## src/rtl/cpu8_pkg.sv

```systemverilog
// Shared definitions for the 8-bit CPU slice: fetch FSM states, instruction
// geometry and the fetch timeout length used when FETCH_TIMEOUT_EN is defined.
package cpu8_pkg;

  localparam int INSTR_BYTES          = 2;
  localparam int FETCH_TIMEOUT_CYCLES = 16;
  localparam int WD_CNT_W             = $clog2(FETCH_TIMEOUT_CYCLES);

  typedef enum logic [2:0] {
    IDLE      = 3'd0,
    FETCH_OP  = 3'd1,
    FETCH_IMM = 3'd2,
    VALID     = 3'd3,
    ERR       = 3'd4
  } fetch_state_e;

  // Sequential successor of an instruction address; wraps naturally in 8 bits.
  function automatic logic [7:0] next_pc(input logic [7:0] pc_cur);
    return pc_cur + 8'(INSTR_BYTES);
  endfunction

endpackage

```

## src/rtl/fetch_watchdog.sv

```systemverilog
// Counts consecutive non-ack cycles of one fetch phase and flags expiry on the
// cycle that would be the FETCH_TIMEOUT_CYCLES-th miss.
module fetch_watchdog
  import cpu8_pkg::*;
(
  input  logic clk,
  input  logic rst,
  input  logic active_i,
  input  logic ack_i,
  output logic expire_o
);

  logic [WD_CNT_W-1:0] cnt_q;

  // An ack always ends the current phase, so clearing on ack is the phase-entry reset.
  always_ff @(posedge clk) begin
    if (rst || !active_i || ack_i) begin
      cnt_q <= '0;
    end else begin
      cnt_q <= cnt_q + 1'b1;
    end
  end

  assign expire_o = active_i && !ack_i &&
                    (cnt_q == WD_CNT_W'(FETCH_TIMEOUT_CYCLES - 1));

endmodule

```

## src/rtl/instr_fetch_unit.sv

```systemverilog
// Two-byte instruction fetch unit: reads opcode at pc and immediate at pc+1,
// then holds them until the control unit advances or jumps.
// Optional fetch timeout with ERR state: define FETCH_TIMEOUT_EN.
// Memory handshake: mem_req/mem_addr are held until a single-cycle mem_ack,
// whose mem_rdata is captured in that same cycle.
module instr_fetch_unit
  import cpu8_pkg::*;
(
  input  logic         clk,
  input  logic         rst,
  output logic         mem_req,
  output logic [7:0]   mem_addr,
  input  logic [7:0]   mem_rdata,
  input  logic         mem_ack,
  output logic [7:0]   opcode,
  output logic [7:0]   imm,
  output logic         instr_valid,
  input  logic         pc_inc,
  input  logic         pc_load,
  input  logic [7:0]   jump_addr,
  output logic [7:0]   pc,
  output logic         fetch_err,
  output fetch_state_e dbg_state
);

  fetch_state_e state_q;
  logic [7:0]   pc_q;
  logic         mem_req_q;
  logic [7:0]   mem_addr_q;
  logic [7:0]   opcode_q;
  logic [7:0]   imm_q;
  logic         valid_q;
  logic [7:0]   pc_d;

  // pc_load wins over pc_inc.
  assign pc_d = pc_load ? jump_addr : next_pc(pc_q);

`ifdef FETCH_TIMEOUT_EN
  logic err_q;
  logic wd_expire;

  fetch_watchdog u_watchdog (
    .clk      (clk),
    .rst      (rst),
    .active_i ((state_q == FETCH_OP) || (state_q == FETCH_IMM)),
    .ack_i    (mem_ack),
    .expire_o (wd_expire)
  );

  assign fetch_err = err_q;
`else
  assign fetch_err = 1'b0;
`endif

  always_ff @(posedge clk) begin
    if (rst) begin
      state_q    <= IDLE;
      pc_q       <= 8'h00;
      mem_req_q  <= 1'b0;
      mem_addr_q <= 8'h00;
      opcode_q   <= 8'h00;
      imm_q      <= 8'h00;
      valid_q    <= 1'b0;
`ifdef FETCH_TIMEOUT_EN
      err_q      <= 1'b0;
`endif
    end else begin
      case (state_q)
        IDLE: begin
          state_q    <= FETCH_OP;
          mem_req_q  <= 1'b1;
          mem_addr_q <= pc_q;
        end
        FETCH_OP: begin
          if (mem_ack) begin
            opcode_q   <= mem_rdata;
            mem_addr_q <= pc_q + 8'd1;
            state_q    <= FETCH_IMM;
          end
`ifdef FETCH_TIMEOUT_EN
          else if (wd_expire) begin
            state_q   <= ERR;
            mem_req_q <= 1'b0;
            err_q     <= 1'b1;
          end
`endif
        end
        FETCH_IMM: begin
          if (mem_ack) begin
            imm_q     <= mem_rdata;
            mem_req_q <= 1'b0;
            valid_q   <= 1'b1;
            state_q   <= VALID;
          end
`ifdef FETCH_TIMEOUT_EN
          else if (wd_expire) begin
            state_q   <= ERR;
            mem_req_q <= 1'b0;
            err_q     <= 1'b1;
          end
`endif
        end
        VALID: begin
          if (pc_load || pc_inc) begin
            pc_q       <= pc_d;
            valid_q    <= 1'b0;
            mem_req_q  <= 1'b1;
            mem_addr_q <= pc_d;
            state_q    <= FETCH_OP;
          end
        end
`ifdef FETCH_TIMEOUT_EN
        ERR: begin
          state_q   <= ERR;
          mem_req_q <= 1'b0;
          valid_q   <= 1'b0;
        end
`endif
        default: begin
          state_q   <= IDLE;
          mem_req_q <= 1'b0;
          valid_q   <= 1'b0;
        end
      endcase
    end
  end

  assign mem_req     = mem_req_q;
  assign mem_addr    = mem_addr_q;
  assign opcode      = opcode_q;
  assign imm         = imm_q;
  assign instr_valid = valid_q;
  assign pc          = pc_q;
  assign dbg_state   = state_q;

endmodule

```

## config.mk

```make
export PLATFORM = sky130hd
export DESIGN_NAME = instr_fetch_unit
export DESIGN_NICKNAME = d
export VERILOG_FILES = /design/src/rtl/cpu8_pkg.sv /design/src/rtl/fetch_watchdog.sv /design/src/rtl/instr_fetch_unit.sv
export SDC_FILE = /design/constraint.sdc
export NUM_CORES = 1
export LEC_CHECK = 0
export ABC_AREA = 1
export BUFFER_PORTS_ARGS = -buffer_cell sky130_fd_sc_hd__buf_2
export CORE_ASPECT_RATIO = 1.75
export CORE_MARGIN = 5
export CORE_UTILIZATION = 29
export CTS_CLUSTER_DIAMETER = 60
export DETAILED_ROUTE_END_ITERATION = 10
export PLACE_DENSITY = 0.63
export SKIP_LAST_GASP = 1
export SYNTH_ARGS = -nofsm -noshare
export SYNTH_HDL_FRONTEND = slang
export SYNTH_SLANG_ARGS = --single-unit
```

## constraint.sdc

```tcl
create_clock -name clk -period 1.4 [get_ports clk]
set_clock_uncertainty 0.15 [all_clocks]
set_input_delay 0.21 -clock clk [delete_from_list [all_inputs] [get_ports clk]]
set_output_delay 0.21 -clock clk [all_outputs]
set_load 0.03 [all_outputs]
```

# Yosys cells after proc, flatten, opt, wreduce, memory -nomap -nowiden
# Cells that the tools add are included.
# word_totals
in_bits,21
word_cells,42
out_inout_bits,38
regBits,37
# classes
reduce_logical,11
add_sub_neg,2
eq_ne,6
bitwise,2
n_mux,14
# op_table
cell,count
8-bit 2-to-1 mux,3
8-bit one-hot mux with 3 select lines,1
3-bit one-hot mux with 4 select lines,1
3-bit AND reduction,4
3-bit 2-to-1 mux,3
8-bit by 1-bit adder with 8-bit output (second input constant),1
8-bit by 2-bit adder with 8-bit output (second input constant),1
3-bit by 2-bit == test with 1-bit output (second input constant),2
2-bit != test (second input constant),3
2-bit AND reduction,3
1-bit 2-to-1 mux,4
1-bit one-hot mux with 4 select lines,1
3-bit by 1-bit == test with 1-bit output (second input constant),1
3-bit logical NOT,1
1-bit one-hot mux with 3 select lines,1
3-bit nonzero test,1
1-bit NOT,2
2-bit OR reduction,1
1-bit logical OR,1

# Depth between registers and ports, before layout
# Gate-level depths: netlist of run 1.
# logic_depth
ltp_word,4
mapped_depth,10
ltp_nobuf,10

# Worst setup path before layout of run 1
# OpenSTA, ideal clock, no wires.
# synth_path
kind,register to register
from,register state_q[1] (netlist: dbg_state[1])
to,register valid_q (netlist: instr_valid)
arrival_time_ns,1.468
required_time_ns,1.131
setup_slack_ns,-0.337
n_path_buf,1
stages_incl_launch_ff,8
period_less_slack_ns,1.737
setup_ns,0.119
path_cell_list,dfxtp_1 > inv_1 > ha_1 > buf_2 > nor2_1 > nand3_1 > o21ai_0 > a21oi_1
# synth_between
elab_chain_len,4
word_cells_on_any_way,10
cone_classes,5 x eq/ne; 1 x mux; 1 x bitwise; 3 x reduce/logical
# synth_rtl
item,line,rtl
start: declaration,instr_fetch_unit.sv:26,fetch_state_e state_q;
start signal: assignment,instr_fetch_unit.sv:57,state_q <= IDLE;
start signal: assignment,instr_fetch_unit.sv:70,state_q <= FETCH_OP;
start signal: assignment,instr_fetch_unit.sv:78,state_q <= FETCH_IMM;
3-bit by 1-bit == test with 1-bit output or 3-bit logical NOT (tied branches),instr_fetch_unit.sv:68,case (state_q)
2-bit OR reduction (no line),--,
1-bit NOT (no line),--,
3-bit AND reduction (no line),--,
end signal: assignment,instr_fetch_unit.sv:63,valid_q <= 1'b0;
end signal: assignment,instr_fetch_unit.sv:92,valid_q <= 1'b1;
end signal: assignment,instr_fetch_unit.sv:106,valid_q <= 1'b0;
end: declaration,instr_fetch_unit.sv:32,logic valid_q;
# Several ways; a longest one is shown, not always the timed one.
# A chain may end at the register's enable or synchronous reset.

# Final worst setup path of run 1
# layout_path
from,register state_q[0] (netlist: dbg_state[0])
to,register mem_addr_q[7] (netlist: mem_addr[7])
# layout_between
elab_chain_len,3
word_cells_on_any_way,8
cone_classes,4 x eq/ne; 1 x mux; 3 x reduce/logical
# layout_rtl
item,line,rtl
"3-bit by 2-bit == test with 1-bit output, or another cell as far along",instr_fetch_unit.sv:68,
2-bit != test (no line) or 3-bit nonzero test (tied branches),--,
3-bit AND reduction (no line),--,
end signal: assignment,instr_fetch_unit.sv:72,mem_addr_q <= pc_q;
end signal: assignment,instr_fetch_unit.sv:77,mem_addr_q <= pc_q + 8'd1;
end signal: assignment,instr_fetch_unit.sv:108,mem_addr_q <= pc_d;
end: declaration,instr_fetch_unit.sv:29,logic [7:0] mem_addr_q;
# Several ways; a longest one is shown, not always the timed one.

==> summary.txt, run 1 <==
Outcome
  • Status: finished, violations left
  • Failing checks: setup timing

Global routing
  • Largest net degree at the start of global routing: 20
  • Grt ovf: 0
  • First-pass GRT wire length: about 9700 um
  • Initial antenna violation count: 0
  • Total GRT Usage: 14.4%
  • Vias in the first global route: 2,108

Floorplan
  • CORE AREA: 6540 um2
  • DIE WIDTH: between 70 and 80 um
  • Chip Height: between 100 and 150 um
  • Starting Density: between 20 and 30%
  • Num rows: 39
  • # IOs: slightly below 60
  • Die ar.: approximately 8500 um2

Timing
  • Worst setup margin: -0.0750 ns
  • F_max: 678 MHz
  • # setup viols final: 17
  • Period utilization: 105%
  • RSZ-0062 raised after global routing: yes
  • Final hold vios: 0
  • Max-slew violations: 0
  • Fin crit period: about 1.5 ns

Setup path
  • Slowest stage delay, CP: about 0.38 ns
  • Worst Setup Start Kind: flop
  • CP Cell Sequence: ha_4, buf_6, nor2_4, inv_2, nor2_1, nor2_1, nand2_1, inv_1, a21oi_1
  • Crit path kind: flop to flop
  • CP Max Fanout: 7
  • Most common cell on crit path: nor2_1
  • CP Capture Type: flop
  • Data arrival, critical path: between 1.5 and 2 ns
  • Worst path slowest cell: dfxtp_4
  • Req. time, crit path: ~1.5 ns

Detailed routing
  • Drt first pass iters: 4
  • Antenna violation net count after detailed routing: 0
  • Wire per inst: ~13 um
  • Routed wire length: about 6000 um
  • Vias: ~2,100
  • Detailed-route DRC error count: 0
  • Iteration-0 DRC Markers: 101
  • Drt via density: 4.70

Synth
  • Commonest cells in the netlist: 47 x nor2_1, 41 x nand2_1, 36 x dfxtp_1
  • Number of synthesized flops with an enable pin: 0
  • Area share of the largest cell type after synthesis: 36.9%
  • Flops & latches, synth: 36
  • Cell area after synthesis: 1950 um2
  • Main area contributors after synthesis: dfxtp_1 37%, nor2_1 9.0%, nand2_1 7.9%, o21ai_0 5.9%, ha_1 5.8%
  • Synth Area per Inst: a little over 7 um2
  • Synth Warn #: 0
  • Ys flop type: dfxtp_1
  • Fraction of the yosys area taken by sequential cells: 36.9%
  • Ys async rst share: 0%
  • Synthesized instance count: 276
  • Top-count cell post-synth: nor2_1
  • Synth area leader: dfxtp_1
  • Synth cell types: 34

Placed design
  • RePlAce Congestion: 0.835
  • Placed inst area: between 2000 and 3000 um2
  • DPL Wire Length: about 4600 um
  • Dpl ws: -0.0787 ns
  • Buffers on Ports: between 50 and 60

Clock tree
  • CTS Buf Count: 5
  • CTS tree: built
  • Clock-pin transition on the worst setup and hold timing paths: around 0.060 ns
  • Max clock buf depth: 2
  • Clock Sinks: 36
  • CTS H-tree lvls: 2
  • Worst-Skew Late Latency: 0.28 ns
  • Root Buffer: clkbuf_16

Final layout
  • Fraction of layout cells with a size suffix above 1: 42.7%
  • Final core occ: 43.5%
  • NumNets Final: 392
  • Antenna Cells: 0
  • Synth-to-layout area growth: 45.9%
  • Finished Cell Area: 2850 um2

Pwr
  • Worst IR drop on VDD: 0.907 mV
  • Pwr Density: approximately 1900 nW/um2
  • Pleak: between 1 and 1.5 nW

Worst hold path
  • Worst Hold Class: primary input to flop

Job
  • Total of max-cap violations: 0
## power breakdown
group | total [mW] | switching [mW] | internal, mW | leakage (nW)
logic | 2.72 | 1.66 | 1.06 | 0.966
registers | 1.59 | 0.261 | 1.33 | 0.299
clock network | 1.14 | 0.473 | 0.663 | 0.0703
## placed cells by master, fill, tap and decap left out, types with 3 or more instances in the layout
cell type,synthesis,layout
buf_2,2,56
nor2_1,47,43
nand2_1,41,40
dfxtp_1,36,28
buf_4,3,27
nand3_1,21,19
inv_1,24,17
o21ai_0,23,15
a21oi_1,20,15
o21ai_1,9,12
inv_4,0,6
inv_2,5,6
o21ai_2,1,6
a21oi_2,2,6
buf_6,3,6
nor2_2,3,5
clkbuf_16,0,5
dfxtp_4,0,5
ha_2,0,4
nor2_4,1,3
or2_1,3,3
ha_1,9,3
dfxtp_2,0,3
## critical path, delay by kind of cell, from the launching register on
| family | cells | cell delay, ns |
|---|---|---|
| AO/OA/AOI/OAI | 1 | 0.11 |
| adder cells (fa/ha/maj) | 1 | 0.21 |
| buffers and inverters | 3 | 0.20 |
| flip-flops | 1 | 0.38 |
| AND/OR/NAND/NOR | 4 | 0.36 |
## state kept, by name, indices dropped and copies added (netlist names)
register and count:
mem_addr 8, imm 8, pc 8, opcode 8, dbg_state 2, mem_req 1
instr_valid 1
## cells by family after synthesis
logic type	share of synthesized area, %
xor gates and xnor gates	0.898
adders and majority gates	5.77
AOI/OAI and AO/OA	18.7
DFF	36.9
other	0.192
and+or+nand+nor	28.0
buffers and inverters	9.56
## through the flow
step                cells  total power [mW]  setup TNS, ns  hold slack [ns]
global placement      429              3.99         -0.335            0.291
detailed placement    429              4.01         -0.648            0.288
finish                445              5.45         -0.618           0.0210
CTS                   439              5.24         -0.670           0.0311
global route          445              5.79          -2.33           0.0431
floorplan             277              3.19         -0.368            0.124
## routing by layer
metal,global-route usage [%],vias to the layer above,part of all wire (%)
li1,-,1070,-
met1,14.5,931,36
met2,25.5,68,54
met3,3.99,23,5.4
met4,8.71,0,4.4
met5,0,-,0
## path summary, 6_finish.rpt
path,start,to,slack (ns),depth (start not counted)
setup / recovery,dbg_state[0]$_SDFFE_PP0P_,mem_addr[7]$_SDFFE_PP0P_,-0.08,9
hold / removal,mem_rdata[0],imm[0]$_SDFFE_PP0P_,0.02,3
setup reg to reg,dbg_state[0]$_SDFFE_PP0P_,mem_addr[7]$_SDFFE_PP0P_,-0.08,9
hold reg to reg,instr_valid$_SDFFE_PP0P_,instr_valid$_SDFFE_PP0P_,0.30,2
## final cells by class
cell class                 instances  area [um2]
fill                             696        3690
tap                               82         103
inverter                          29         126
sequential                        36         743
timing repair buffer              89         551
multi-input combinational        201        1170
clock buffer                       5         125
clock inverter                     3        22.5
## timing repair
item / in CTS / in global routing
setup buffers: 2 / 6
hold buffers: 0 / 0
setup endpoints to repair: 22 / 32
resized for setup: 11 / 34
pin swaps: 7 / 8
Note: power is estimated with default switching activity, not from simulation.
==> inputs of run 2 (changes only) <==
--- a/config.mk
+++ b/config.mk
@@ -7,13 +7,16 @@
 export LEC_CHECK = 0
 export ABC_AREA = 1
 export BUFFER_PORTS_ARGS = -buffer_cell sky130_fd_sc_hd__buf_2
+export CELL_PAD_IN_SITES_DETAIL_PLACEMENT = 1
+export CELL_PAD_IN_SITES_GLOBAL_PLACEMENT = 1
 export CORE_ASPECT_RATIO = 1.75
 export CORE_MARGIN = 5
 export CORE_UTILIZATION = 29
 export CTS_CLUSTER_DIAMETER = 60
 export DETAILED_ROUTE_END_ITERATION = 10
-export PLACE_DENSITY = 0.63
+export PLACE_DENSITY = 0.8
 export SKIP_LAST_GASP = 1
 export SYNTH_ARGS = -nofsm -noshare
 export SYNTH_HDL_FRONTEND = slang
+export SYNTH_HIERARCHICAL = 1
 export SYNTH_SLANG_ARGS = --single-unit
==> run 2 against run 1 <==
The flow still finishes with violations (setup timing); clock power barely moved; count of clock-buffer cells in the layout did not move; critical path depth fell by 1; non-clock buffer count did not move; synthesized cell count did not move; global-route usage rose by 3.1 points; maximum frequency fell by 3.9%; cell count did not move.
==> summary.txt, run 2 <==
Pwr
  • Pwr Density: ~2000 nW/um2
  • Worst IR drop on VDD: approximately 0.8 mV
  • Pleak: between 1 and 1.5 nW

Worst hold path
  • Worst Hold Class: primary input to flop
  • WHS Path Cells: 3
  • Min-Delay Startpoint: mem_rdata[2]
  • Worst hold path endpoint: imm[2]$_SDFFE_PP0P_

Detailed routing
  • Detailed-route DRC error count: 0
  • Iteration-0 DRC Markers: 85
  • Antenna violation net count after detailed routing: 0
  • Wire per inst: roughly 16 um
  • Routed wire length: a little over 7000 um
  • Drt via density: approximately 5
  • Drt first pass iters: 4
  • Vias: ~2,200

Synth
  • Synthesized instance count: 276
  • Area share of the largest cell type after synthesis: between 30 and 40%
  • Synth Warn #: 6
  • Synth Area per Inst: slightly above 7 um2
  • Flops & latches, synth: 36
  • Main area contributors after synthesis: dfxtp_1 37%, nor2_1 9.0%, nand2_1 7.9%, o21ai_0 5.9%, ha_1 5.8%
  • Ys async rst share: 0%
  • Synth area leader: dfxtp_1
  • Fraction of the yosys area taken by sequential cells: between 30% and 40%
  • Ys flop type: dfxtp_1
  • Commonest cells in the netlist: 47 x nor2_1, 41 x nand2_1, 36 x dfxtp_1
  • Number of synthesized flops with an enable pin: 0
  • Synth cell types: 34
  • Top-count cell post-synth: nor2_1
  • Cell area after synthesis: about 2000 um2

Clock tree
  • CTS tree: built
  • Worst-Skew Late Latency: 0.28 ns
  • CTS Buf Count: 5
  • Clock-pin transition on the worst setup and hold timing paths: 0.06 ns
  • Max clock buf depth: 2
  • CTS H-tree lvls: 2
  • Root Buffer: clkbuf_16
  • Clock Sinks: 36

Timing
  • # setup viols final: 28
  • Max-slew violations: 0
  • Worst setup margin: -0.134 ns
  • Final hold vios: 0
  • Fin crit period: ~1.5 ns
  • Period utilization: 110%
  • RSZ-0062 raised after global routing: yes
  • F_max: ~650 MHz

Final layout
  • Most frequent cells in the layout: 56 x buf_2, 45 x nor2_1, 36 x nand2_1, 28 x dfxtp_1, 22 x buf_4
  • NumNets Final: ~390
  • Fraction of layout cells with a size suffix above 1: around 45%
  • Final core occ: between 40% and 50%
  • Layout Cells excl Fill: 445
  • Synth-to-layout area growth: 52.0%
  • Antenna Cells: 0
  • Most common cell after layout, fill and taps aside: buf_2

Global routing
  • Initial antenna violation count: 0
  • First-pass GRT wire length: between 10,000 and 15,000 um
  • Grt ovf: 0
  • Vias in the first global route: 2,445
  • Largest net degree at the start of global routing: 24
  • Total GRT Usage: between 10% and 20%

Setup path
  • Critical path's top delay family: flip-flops
  • Buf/Inv on CP: 3
  • Reg2reg setup slack: -0.13 ns
  • Worst reg2reg path depth: 8
  • Data arrival, critical path: around 1.6 ns
  • CP Capture Type: flop
  • R2r startpoint: dbg_state[1]$_SDFFE_PP0P_
  • Crit. path cell count: 8
  • Req. time, crit path: between 1 and 1.5 ns
  • Crit path kind: flop to flop
  • CP Max Fanout: 6
  • Worst path slowest cell: dfxtp_4
  • CP Cell Sequence: inv_4, ha_4, inv_4, nor2_4, nor2_4, buf_6, o21ai_2, a21oi_1
  • Reg2reg end: mem_addr[2]$_SDFFE_PP0P_
  • Worst Setup Start Kind: flop
  • Slowest stage delay, CP: slightly above 0.4 ns

Outcome
  • Failing checks: setup timing
  • Status: finished, violations left

Placed design
  • RePlAce Congestion: a little over 0.8
  • DPL Wire Length: 5270 um
  • Buffers on Ports: 56
  • Post-placement cell count: 433

Floorplan
  • # IOs: 59
  • Die ar.: about 8500 um2
  • Chip Height: around 120 um
  • DIE WIDTH: around 72 um
  • Starting Density: 29.8%
  • CORE AREA: 6540 um2
  • Num rows: 39

Job
  • Total of max-cap violations: 0
## run 2: cell count changes in the layout (fill, tap and decap cells not counted), sizes merged
cell	previous run	this run
inv	30	31
clkinvlp	1	0
## run 2: how the worst max path moves through the flow
stage / from / to / slack [ns]
after floorplan: dbg_state[1]$_SDFFE_PP0P_ / instr_valid$_SDFFE_PP0P_ / -0.04
after global placement: dbg_state[0]$_SDFFE_PP0P_ / mem_addr[4]$_SDFFE_PP0P_ / -0.04
after detailed placement: dbg_state[0]$_SDFFE_PP0P_ / dbg_state[0]$_SDFFE_PP0P_ / -0.11
after CTS: dbg_state[1]$_SDFFE_PP0P_ / mem_addr[7]$_SDFFE_PP0P_ / -0.09
after global routing: dbg_state[1]$_SDFFE_PP0P_ / mem_addr[1]$_SDFFE_PP0P_ / -0.22
final: dbg_state[1]$_SDFFE_PP0P_ / mem_addr[2]$_SDFFE_PP0P_ / -0.13
## run 2: repair_timing
| item | in CTS | in global routing |
|---|---|---|
| hold buffers | 0 | 0 |
| buffers inserted | 4 | 0 |
| cloned | 0 | 0 |
| endpoints found under the setup margin | 21 | 36 |
| gates resized for setup | 40 | 25 |
| pin swaps | 11 | 7 |
## run 2: logic make-up (layout without fill, tap and decap cells)
logic type | count (synthesis) | count (layout) | synth area share [%]
buffers and inverters | 40 | 126 | 9.56
other | 1 | 2 | 0.192
flip-flops | 36 | 36 | 36.9
adder cells (fa/ha/maj) | 9 | 9 | 5.77
AO/OA/AOI/OAI | 64 | 64 | 18.7
AND/OR/NAND/NOR | 124 | 124 | 28.0
XOR/XNOR | 2 | 2 | 0.898
## run 2: where the power goes
part           switching [mW]  internal, mW
clock network           0.465         0.664
registers               0.262          1.33
logic                    1.88          1.17
total                    2.60          3.17
## run 2: final cells by class
class / count / area, um2
repair buffers: 89 / 578
multi-input cells: 201 / 1270
well taps: 82 / 103
flip-flops and latches: 36 / 743
clock inverters: 3 / 21.3
clock buffers: 5 / 125
fillers: 848 / 3570
inverters: 29 / 121
## run 2: routing by layer
layer	vias up	track usage (%)	wire (um)	part of all wire (%)
met5	-	0	0	0
met4	0	10.9	290	4.1
met3	21	3.31	279	3.9
met2	58	33.5	4180	59
met1	1040	16.2	2370	33
li1	1060	-	-	-
## run 2: tightest hold or removal path, stage by stage
cell and delay [ns]:
buf_2 0.08, o21ai_1 0.06, nor2_1 0.07
## run 2: per-stage QoR
stage / setup WS (ns) / power [mW] / hold slack, ns / area, um2 / setup TNS (ns)
6_report: -0.134 / 5.77 / 0.0177 / 2960 / -1.84
5_1_grt: -0.218 / 6.11 / 0.0455 / 2960 / -4.11
4_1_cts: -0.0882 / 5.63 / 0.0325 / 2880 / -1.49
3_5_place_dp: -0.107 / 4.13 / 0.295 / 2550 / -1.13
3_3_place_gp: -0.0420 / 4.05 / 0.288 / 2550 / -0.317
2_1_floorplan: -0.0396 / 3.19 / 0.124 / 2020 / -0.368
